--- src/rtl/register_renew_dispatcher_if.sv ---
// Request bus into the register-renew dispatcher: decoded work or barrier request with valid/ready.
interface register_renew_dispatcher_if #(
  parameter int REGISTER_AMOUNT = 32,
  parameter int REG_CTN_WIDTH   = $clog2(REGISTER_AMOUNT)
);
  logic                         req_valid;
  logic                         req_ready;
  logic                         req_triple;
  logic                         req_sync;
  logic [REG_CTN_WIDTH*3-1:0]   req_dest;
  logic [REGISTER_AMOUNT-1:0]   req_src_mask;

  modport master (
    output req_valid, req_triple, req_sync, req_dest, req_src_mask,
    input  req_ready
  );

  modport slave (
    input  req_valid, req_triple, req_sync, req_dest, req_src_mask,
    output req_ready
  );
endinterface

--- src/rtl/register_renew_dispatcher.sv ---
// Issues boot-renew pulses to a free core once register hazards clear, tracks each core, serves barriers.
// Optional stall counter output enabled by defining DISPATCH_STALL_CNT_EN.
module register_renew_dispatcher #(
  parameter int REGISTER_AMOUNT = 32,
  parameter int REG_CTN_WIDTH   = $clog2(REGISTER_AMOUNT)
) (
  input  logic                        clk,
  input  logic                        rst,
  register_renew_dispatcher_if.slave  req_bus,
  input  logic                        processor_idle_1,
  input  logic                        processor_idle_2,
  input  logic [REGISTER_AMOUNT-1:0]  processing_register_table,
  input  logic                        synchronized_processors,
  output logic                        boot_renew_register_1,
  output logic                        boot_renew_register_2,
  output logic                        boot_renew_3registers_1,
  output logic                        boot_renew_3registers_2,
  output logic [REG_CTN_WIDTH*3-1:0]  register_num,
  output logic                        sync_done,
`ifdef DISPATCH_STALL_CNT_EN
  output logic [15:0]                 stall_count,
`endif
  output logic                        busy
);

  localparam logic [1:0] IDLE      = 2'd0;
  localparam logic [1:0] CHECK     = 2'd1;
  localparam logic [1:0] SYNC_WAIT = 2'd2;

  localparam logic [1:0] T_FREE    = 2'd0;
  localparam logic [1:0] T_ARMED   = 2'd1;
  localparam logic [1:0] T_RUNNING = 2'd2;

  logic [1:0]                 state;
  logic                       lat_triple;
  logic                       lat_sync;
  logic [REG_CTN_WIDTH*3-1:0] lat_dest;
  logic [REGISTER_AMOUNT-1:0] lat_src;

  logic [1:0]                 trk_1, trk_2;
  logic [REGISTER_AMOUNT-1:0] local_mask_1, local_mask_2;

  logic [REGISTER_AMOUNT-1:0] dmask;
  logic hazard, elig_1, elig_2, trivial, evaluating;
  logic issue_1, issue_2, retire, sync_fire;

  always_comb begin
    dmask = '0;
    dmask[lat_dest[REG_CTN_WIDTH-1:0]] = 1'b1;
    if (lat_triple) begin
      dmask[lat_dest[2*REG_CTN_WIDTH-1:REG_CTN_WIDTH]]   = 1'b1;
      dmask[lat_dest[3*REG_CTN_WIDTH-1:2*REG_CTN_WIDTH]] = 1'b1;
    end
    dmask[1:0] = 2'b00;
  end

  // local masks close the gap until the register table shows the freshly issued renew
  assign hazard  = |((processing_register_table | local_mask_1 | local_mask_2) & (dmask | lat_src));
  assign elig_1  = (trk_1 == T_FREE) && processor_idle_1;
  assign elig_2  = (trk_2 == T_FREE) && processor_idle_2;
  assign trivial = !lat_triple && (lat_dest[REG_CTN_WIDTH-1:1] == '0);

  assign evaluating = (state == CHECK) && !lat_sync;
  assign retire     = evaluating && trivial;
  assign issue_1    = evaluating && !trivial && !hazard && !lat_triple && elig_1;
  assign issue_2    = evaluating && !trivial && !hazard &&
                      (lat_triple ? elig_2 : (!elig_1 && elig_2));
  assign sync_fire  = (state == SYNC_WAIT) && (trk_1 == T_FREE) && (trk_2 == T_FREE) &&
                      synchronized_processors;

  assign req_bus.req_ready       = (state == IDLE);
  assign boot_renew_3registers_1 = 1'b0;
  assign busy = (state != IDLE) || (trk_1 != T_FREE) || (trk_2 != T_FREE);

  always_ff @(posedge clk or posedge rst) begin
    if (rst) begin
      state      <= IDLE;
      lat_triple <= 1'b0;
      lat_sync   <= 1'b0;
      lat_dest   <= '0;
      lat_src    <= '0;
    end else begin
      case (state)
        IDLE: begin
          if (req_bus.req_valid) begin
            lat_triple <= req_bus.req_triple;
            lat_sync   <= req_bus.req_sync;
            lat_dest   <= req_bus.req_dest;
            lat_src    <= req_bus.req_src_mask;
            state      <= CHECK;
          end
        end
        CHECK: begin
          if (lat_sync)                        state <= SYNC_WAIT;
          else if (retire || issue_1 || issue_2) state <= IDLE;
        end
        SYNC_WAIT: begin
          if (sync_fire) state <= IDLE;
        end
        default: state <= IDLE;
      endcase
    end
  end

  always_ff @(posedge clk or posedge rst) begin
    if (rst) begin
      boot_renew_register_1   <= 1'b0;
      boot_renew_register_2   <= 1'b0;
      boot_renew_3registers_2 <= 1'b0;
      sync_done               <= 1'b0;
      register_num            <= '0;
    end else begin
      boot_renew_register_1   <= issue_1;
      boot_renew_register_2   <= issue_2 && !lat_triple;
      boot_renew_3registers_2 <= issue_2 && lat_triple;
      sync_done               <= sync_fire;
      if (issue_1 || issue_2)
        register_num <= lat_triple ? lat_dest
                                   : (REG_CTN_WIDTH*3)'(lat_dest[REG_CTN_WIDTH-1:0]);
    end
  end

  always_ff @(posedge clk or posedge rst) begin
    if (rst) begin
      trk_1        <= T_FREE;
      local_mask_1 <= '0;
    end else begin
      case (trk_1)
        T_FREE:    if (issue_1) begin trk_1 <= T_ARMED; local_mask_1 <= dmask; end
        T_ARMED:   if (!processor_idle_1) trk_1 <= T_RUNNING;
        T_RUNNING: if (processor_idle_1) begin trk_1 <= T_FREE; local_mask_1 <= '0; end
        default:   begin trk_1 <= T_FREE; local_mask_1 <= '0; end
      endcase
    end
  end

  always_ff @(posedge clk or posedge rst) begin
    if (rst) begin
      trk_2        <= T_FREE;
      local_mask_2 <= '0;
    end else begin
      case (trk_2)
        T_FREE:    if (issue_2) begin trk_2 <= T_ARMED; local_mask_2 <= dmask; end
        T_ARMED:   if (!processor_idle_2) trk_2 <= T_RUNNING;
        T_RUNNING: if (processor_idle_2) begin trk_2 <= T_FREE; local_mask_2 <= '0; end
        default:   begin trk_2 <= T_FREE; local_mask_2 <= '0; end
      endcase
    end
  end

`ifdef DISPATCH_STALL_CNT_EN
  logic stall_cycle;
  assign stall_cycle = ((state == CHECK) && !issue_1 && !issue_2) || (state == SYNC_WAIT);

  always_ff @(posedge clk or posedge rst) begin
    if (rst)                                      stall_count <= 16'h0000;
    else if (stall_cycle && stall_count != 16'hFFFF) stall_count <= stall_count + 16'h0001;
  end
`endif

endmodule
--- src/flat_wrapper.sv ---
// flat-port wrapper written by rule: the top's interface ports become plain ports
module register_renew_dispatcher_flat 
#(
  parameter int REGISTER_AMOUNT = 32,
  parameter int REG_CTN_WIDTH   = $clog2(REGISTER_AMOUNT)
)
  (clk, rst, processor_idle_1, processor_idle_2, processing_register_table, synchronized_processors, boot_renew_register_1, boot_renew_register_2, boot_renew_3registers_1, boot_renew_3registers_2, register_num, sync_done, busy, req_bus_req_valid, req_bus_req_triple, req_bus_req_sync, req_bus_req_dest, req_bus_req_src_mask, req_bus_req_ready);
  register_renew_dispatcher_if #(.REGISTER_AMOUNT(REGISTER_AMOUNT), .REG_CTN_WIDTH(REG_CTN_WIDTH)) req_bus_i ();
  input  logic clk;
  input  logic rst;
  input  logic processor_idle_1;
  input  logic processor_idle_2;
  input  logic [REGISTER_AMOUNT-1:0] processing_register_table;
  input  logic synchronized_processors;
  output logic boot_renew_register_1;
  output logic boot_renew_register_2;
  output logic boot_renew_3registers_1;
  output logic boot_renew_3registers_2;
  output logic [REG_CTN_WIDTH*3-1:0] register_num;
  output logic sync_done;
  output logic busy;
  input wire logic [$bits(req_bus_i.req_valid)-1:0] req_bus_req_valid;
  input wire logic [$bits(req_bus_i.req_triple)-1:0] req_bus_req_triple;
  input wire logic [$bits(req_bus_i.req_sync)-1:0] req_bus_req_sync;
  input wire logic [$bits(req_bus_i.req_dest)-1:0] req_bus_req_dest;
  input wire logic [$bits(req_bus_i.req_src_mask)-1:0] req_bus_req_src_mask;
  output wire logic [$bits(req_bus_i.req_ready)-1:0] req_bus_req_ready;
  assign req_bus_i.req_valid = req_bus_req_valid;
  assign req_bus_i.req_triple = req_bus_req_triple;
  assign req_bus_i.req_sync = req_bus_req_sync;
  assign req_bus_i.req_dest = req_bus_req_dest;
  assign req_bus_i.req_src_mask = req_bus_req_src_mask;
  assign req_bus_req_ready = req_bus_i.req_ready;
  register_renew_dispatcher #(.REGISTER_AMOUNT(REGISTER_AMOUNT), .REG_CTN_WIDTH(REG_CTN_WIDTH)) u_core (.clk(clk), .rst(rst), .req_bus(req_bus_i), .processor_idle_1(processor_idle_1), .processor_idle_2(processor_idle_2), .processing_register_table(processing_register_table), .synchronized_processors(synchronized_processors), .boot_renew_register_1(boot_renew_register_1), .boot_renew_register_2(boot_renew_register_2), .boot_renew_3registers_1(boot_renew_3registers_1), .boot_renew_3registers_2(boot_renew_3registers_2), .register_num(register_num), .sync_done(sync_done), .busy(busy));
endmodule
--- config.mk ---
export PLATFORM = sky130hd
export DESIGN_NAME = register_renew_dispatcher_flat
export DESIGN_NICKNAME = d
export VERILOG_FILES = /design/src/rtl/register_renew_dispatcher_if.sv /design/src/rtl/register_renew_dispatcher.sv /design/src/flat_wrapper.sv
export SDC_FILE = /design/constraint.sdc
export NUM_CORES = 1
export LEC_CHECK = 0
export CAP_MARGIN = 20
export CORE_MARGIN = 1
export CORE_UTILIZATION = 45
export DETAILED_ROUTE_END_ITERATION = 6
export HOLD_SLACK_MARGIN = 0.06
export PLACE_DENSITY_LB_ADDON = 0.12
export SYNTH_ARGS = -nofsm -noshare
export SYNTH_HDL_FRONTEND = slang
export SYNTH_SLANG_ARGS = --single-unit
--- constraint.sdc ---
create_clock -name clk -period 6.25 [get_ports clk]
set_clock_uncertainty 0.15 [all_clocks]
set_input_delay 1.875 -clock clk [delete_from_list [all_inputs] [get_ports clk]]
set_output_delay 1.875 -clock clk [all_outputs]
set_load 0.01 [all_outputs]
==> results <==
- The final count of hold timing violations is 0.
- After synthesis the netlist holds a flip-flop and latch count of 134.
- The global-route congestion overflow total is 0.
- Global routing used 27.7% of the available tracks.
- Buffers inserted during clock tree synthesis total 17.
- The tightest min-delay check is of the reg2reg type.
- The post-cts gate resize count is 0.
- On the final layout, the worst hold slack is 357 ps.
- The number of fill cells is 1301.
- The remaining antenna violation count is 0.
- The maximum number of pins on one net before global-route repair is 66.
- The first routing iteration left 455 violations.
- The final max-slew violation count is 0.
- The multi-input combinational cells in the finished layout cover a total of 3310 um^2.
- The area taken by flip-flops and latches is 3350 um^2.
- Of the cells placed in the final design, the portion with a size suffix greater than 1 is 14.7%.
- The worst setup path is of the in2reg kind.
- Counting along the longest clock path gives a buffer depth of 2.
- The number of nets in the synthesized netlist is 786.
- The signed area change from the synthesized netlist to the final layout is 27.1%.
- Headroom to the max-slew limit came out at 27.4%.
- In this run, post-CTS hold repair placed 0 buffers.
- The final routed wire length divided by cell count is 20.9 um.
- The root buffer cell is sky130_fd_sc_hd__clkbuf_16.
- After the flow finishes, the layout carries non-filler instances totaling 992.
- Synthesis handed over a netlist of 699 instances.
- The global placer's final weighted congestion is 0.908.
- The initial antenna violation count is 0.
- In the layout the commonest cells are sky130_fd_sc_hd__nand2_1 (183), sky130_fd_sc_hd__dfrtp_1 (134), sky130_fd_sc_hd__clkdlybuf4s50_1 (107).
- The synthesized netlist contains 48 unique library cells.
- Setup repair after global routing left no endpoint under its margin.
- The number of sinks driven by the clock tree is 134.
- Max-cap violations in this run came to 0.
- The post-route cell area is 8840 um^2.
- After detailed routing, the number of remaining DRC violations is 0.
- The transition time at the pin with the least slew margin is 1070 ps.
- CTS built an H-tree with a depth of 4.
- The clock latency on the worst-skew pair is 420 ps.
- The floorplan step set the die height to 126 um.
- The worst ir drop on vdd is 0.217 mV.
- The element type at the critical path end is a flip-flop.
- The die covers 16000 um^2.
- The standard cell area after detailed placement is 8170 um^2.
- The effective utilization at floorplan is 45.9%.
- The HPWL after detailed placement is 14600 um.
- Buffers added to address setup during post-CTS repair amount to 0.
- The power density over cell area is 396 nW/um^2.
- In the routed layout, each cell is associated on average with a via count of 5.78.
- The die is 126 um wide.
- The setup violation total in the final timing report is 0.
- The library cell used most frequently in the layout, excluding fill and tap cells, is sky130_fd_sc_hd__nand2_1.
- The sum of negative setup slack is 0 ps.
- The design draws 3.50 mW.
- TritonCTS built the clock tree.
- The final net count is 878.
- For this design the top-level I/O count stands at 109.
- After detailed placement, the design holds a cell count of 960.
- The core footprint is 15100 um^2.
- The leakage power is 3.68 nW.
- The proportion of synthesized chip area in sequential cells is 48.2%.
- The first detailed-routing pass took 5 iterations.
- The run finished with clean final reports.
- The number of warnings reported in the yosys synthesis log is 0.
- A synthesized cell averages 9.95 um^2.
- The post-route minimum period is 4830 ps.
- The global-route wire length before repair is 33100 um.
- STA classifies the critical path startpoint as an input pin.
- The floorplan has 45 rows.
- Static timing analysis puts the maximum clock frequency at 207 MHz.
- Input and output buffers added on the ports amount to 107.
- Wires add up to 20800 um.
- The clock transition at the register clock pins on the worst setup and hold paths after CTS is 60 ps.
- The required time at the worst-slack endpoint is 6430 ps.
- The cell area that synthesis handed to floorplanning was 6960 um^2.
- The number of global-route vias before repair is 6020.
- The repair_antennas step left the layout with diodes totalling 0.
- Data on the critical path arrives at its endpoint at 5020 ps.
- Of all nets on the critical path, the largest fanout is 8.
- The number of vias after detailed routing is 5729.
- Of the available clock period, the critical path in the final layout requires 77.4%.
-- flip-flops by register name, summed over array words and instances (netlist names), 2 cells and up --
register	flops
u_core.trk_2	2
u_core.lat_src	32
u_core.state	2
u_core.local_mask_1	30
u_core.lat_dest	15
u_core.register_num	15
u_core.trk_1	2
u_core.local_mask_2	30
-- cell usage after synthesis (all sizes together) --
cell / number / area share [%]
nor4b: 3 / 0.59
a2111o: 1 / 0.16
and3: 1 / 0.090
a211oi: 1 / 0.29
mux2i: 61 / 8.8
or3: 3 / 0.27
a2111oi: 3 / 0.76
and4b: 6 / 0.86
nor4bb: 6 / 0.86
a21oi: 54 / 3.9
nor3: 31 / 2.5
dfrtp: 134 / 48
o21ai: 3 / 0.22
buf: 22 / 2.0
nor2: 9 / 0.49
o2bb2ai: 9 / 1.1
clkbuf: 29 / 1.6
inv: 14 / 0.76
a221o: 1 / 0.14
and4: 2 / 0.25
nand3: 4 / 0.29
o21bai: 1 / 0.11
a22oi: 30 / 3.3
nor2b: 6 / 0.54
and2: 4 / 0.36
nor4: 5 / 0.54
a31o: 2 / 0.25
xnor2: 2 / 0.25
nand3b: 5 / 0.54
conb: 1 / 0.054
nand4: 2 / 0.49
and3b: 3 / 0.38
nand2: 183 / 9.9
mux2: 54 / 8.7
nor3b: 4 / 0.43
-- worst max-delay path, cell delays in order --
cell	delay, ps
sky130_fd_sc_hd__clkdlybuf4s50_1	390
sky130_fd_sc_hd__or3_1	360
sky130_fd_sc_hd__a2111oi_1	650
sky130_fd_sc_hd__nand4_2	400
sky130_fd_sc_hd__nor4b_4	820
sky130_fd_sc_hd__buf_4	310
sky130_fd_sc_hd__mux2i_1	210
-- layer usage --
| metal | routed length [um] | GRT usage (%) |
|---|---|---|
| met5 | 0 | 0 |
| met3 | 1240 | 6.75 |
| met2 | 10200 | 46.5 |
| met4 | 565 | 11.1 |
| met1 | 8740 | 34.3 |
-- metrics by stage --
| stage | setup slack [ps] | util [%] |
|---|---|---|
| floorplan | 642 | - |
| global placement | 963 | 53.9 |
| detailed placement | 1000 | 53.9 |
| CTS | 1430 | 58.3 |
| global route | 1210 | 58.3 |
| finish | 1420 | 58.3 |
-- where the power goes --
part	internal, mW	total, mW	switching (mW)	leakage [nW]
clock	0.759	1.14	0.381	0.316
sequential	1.04	1.28	0.238	1.71
combinational	0.471	1.08	0.610	1.66
total	2.27	3.50	1.23	3.68
-- kinds of logic (layout without fill, tap and decap cells) --
group,Yosys count,after routing,share of synthesized area (%)
AND/OR/NAND/NOR,277,277,19.3
flip-flops,134,134,48.2
multiplexers,115,115,17.5
AO/OA/AOI/OAI,105,105,10.3
buffers and inverters,65,170,4.39
XOR/XNOR,2,2,0.252
other,1,1,0.0539
-- area by class of cell --
| cell class | count | area share (%) |
|---|---|---|
| Clock buffer | 20 | 5.05 |
| Clock inverter | 12 | 2.55 |
| Inverter | 14 | 0.623 |
| Multi-Input combinational cell | 500 | 37.5 |
| Sequential cell | 134 | 37.9 |
| Tap cell | 188 | 2.66 |
| Timing Repair Buffer | 124 | 13.7 |
-- path summary, 6_finish.rpt --
kind | endpoint | depth (start not counted) | startpoint | slack [ps]
setup / recovery | u_core.local_mask_2[22] | 7 | processing_register_table[25] | 1420
hold reg to reg | u_core.register_num[2] | 1 | u_core.register_num[2] | 360
hold / removal | u_core.register_num[2] | 1 | u_core.register_num[2] | 360
setup reg to reg | u_core.local_mask_2[22] | 8 | u_core.lat_triple | 2220
min in group asynchronous | u_core.lat_dest[8] | 2 | rst | 1830
max in group asynchronous | u_core.local_mask_1[23] | 3 | rst | 3070
(Power assumes the default switching activity.)
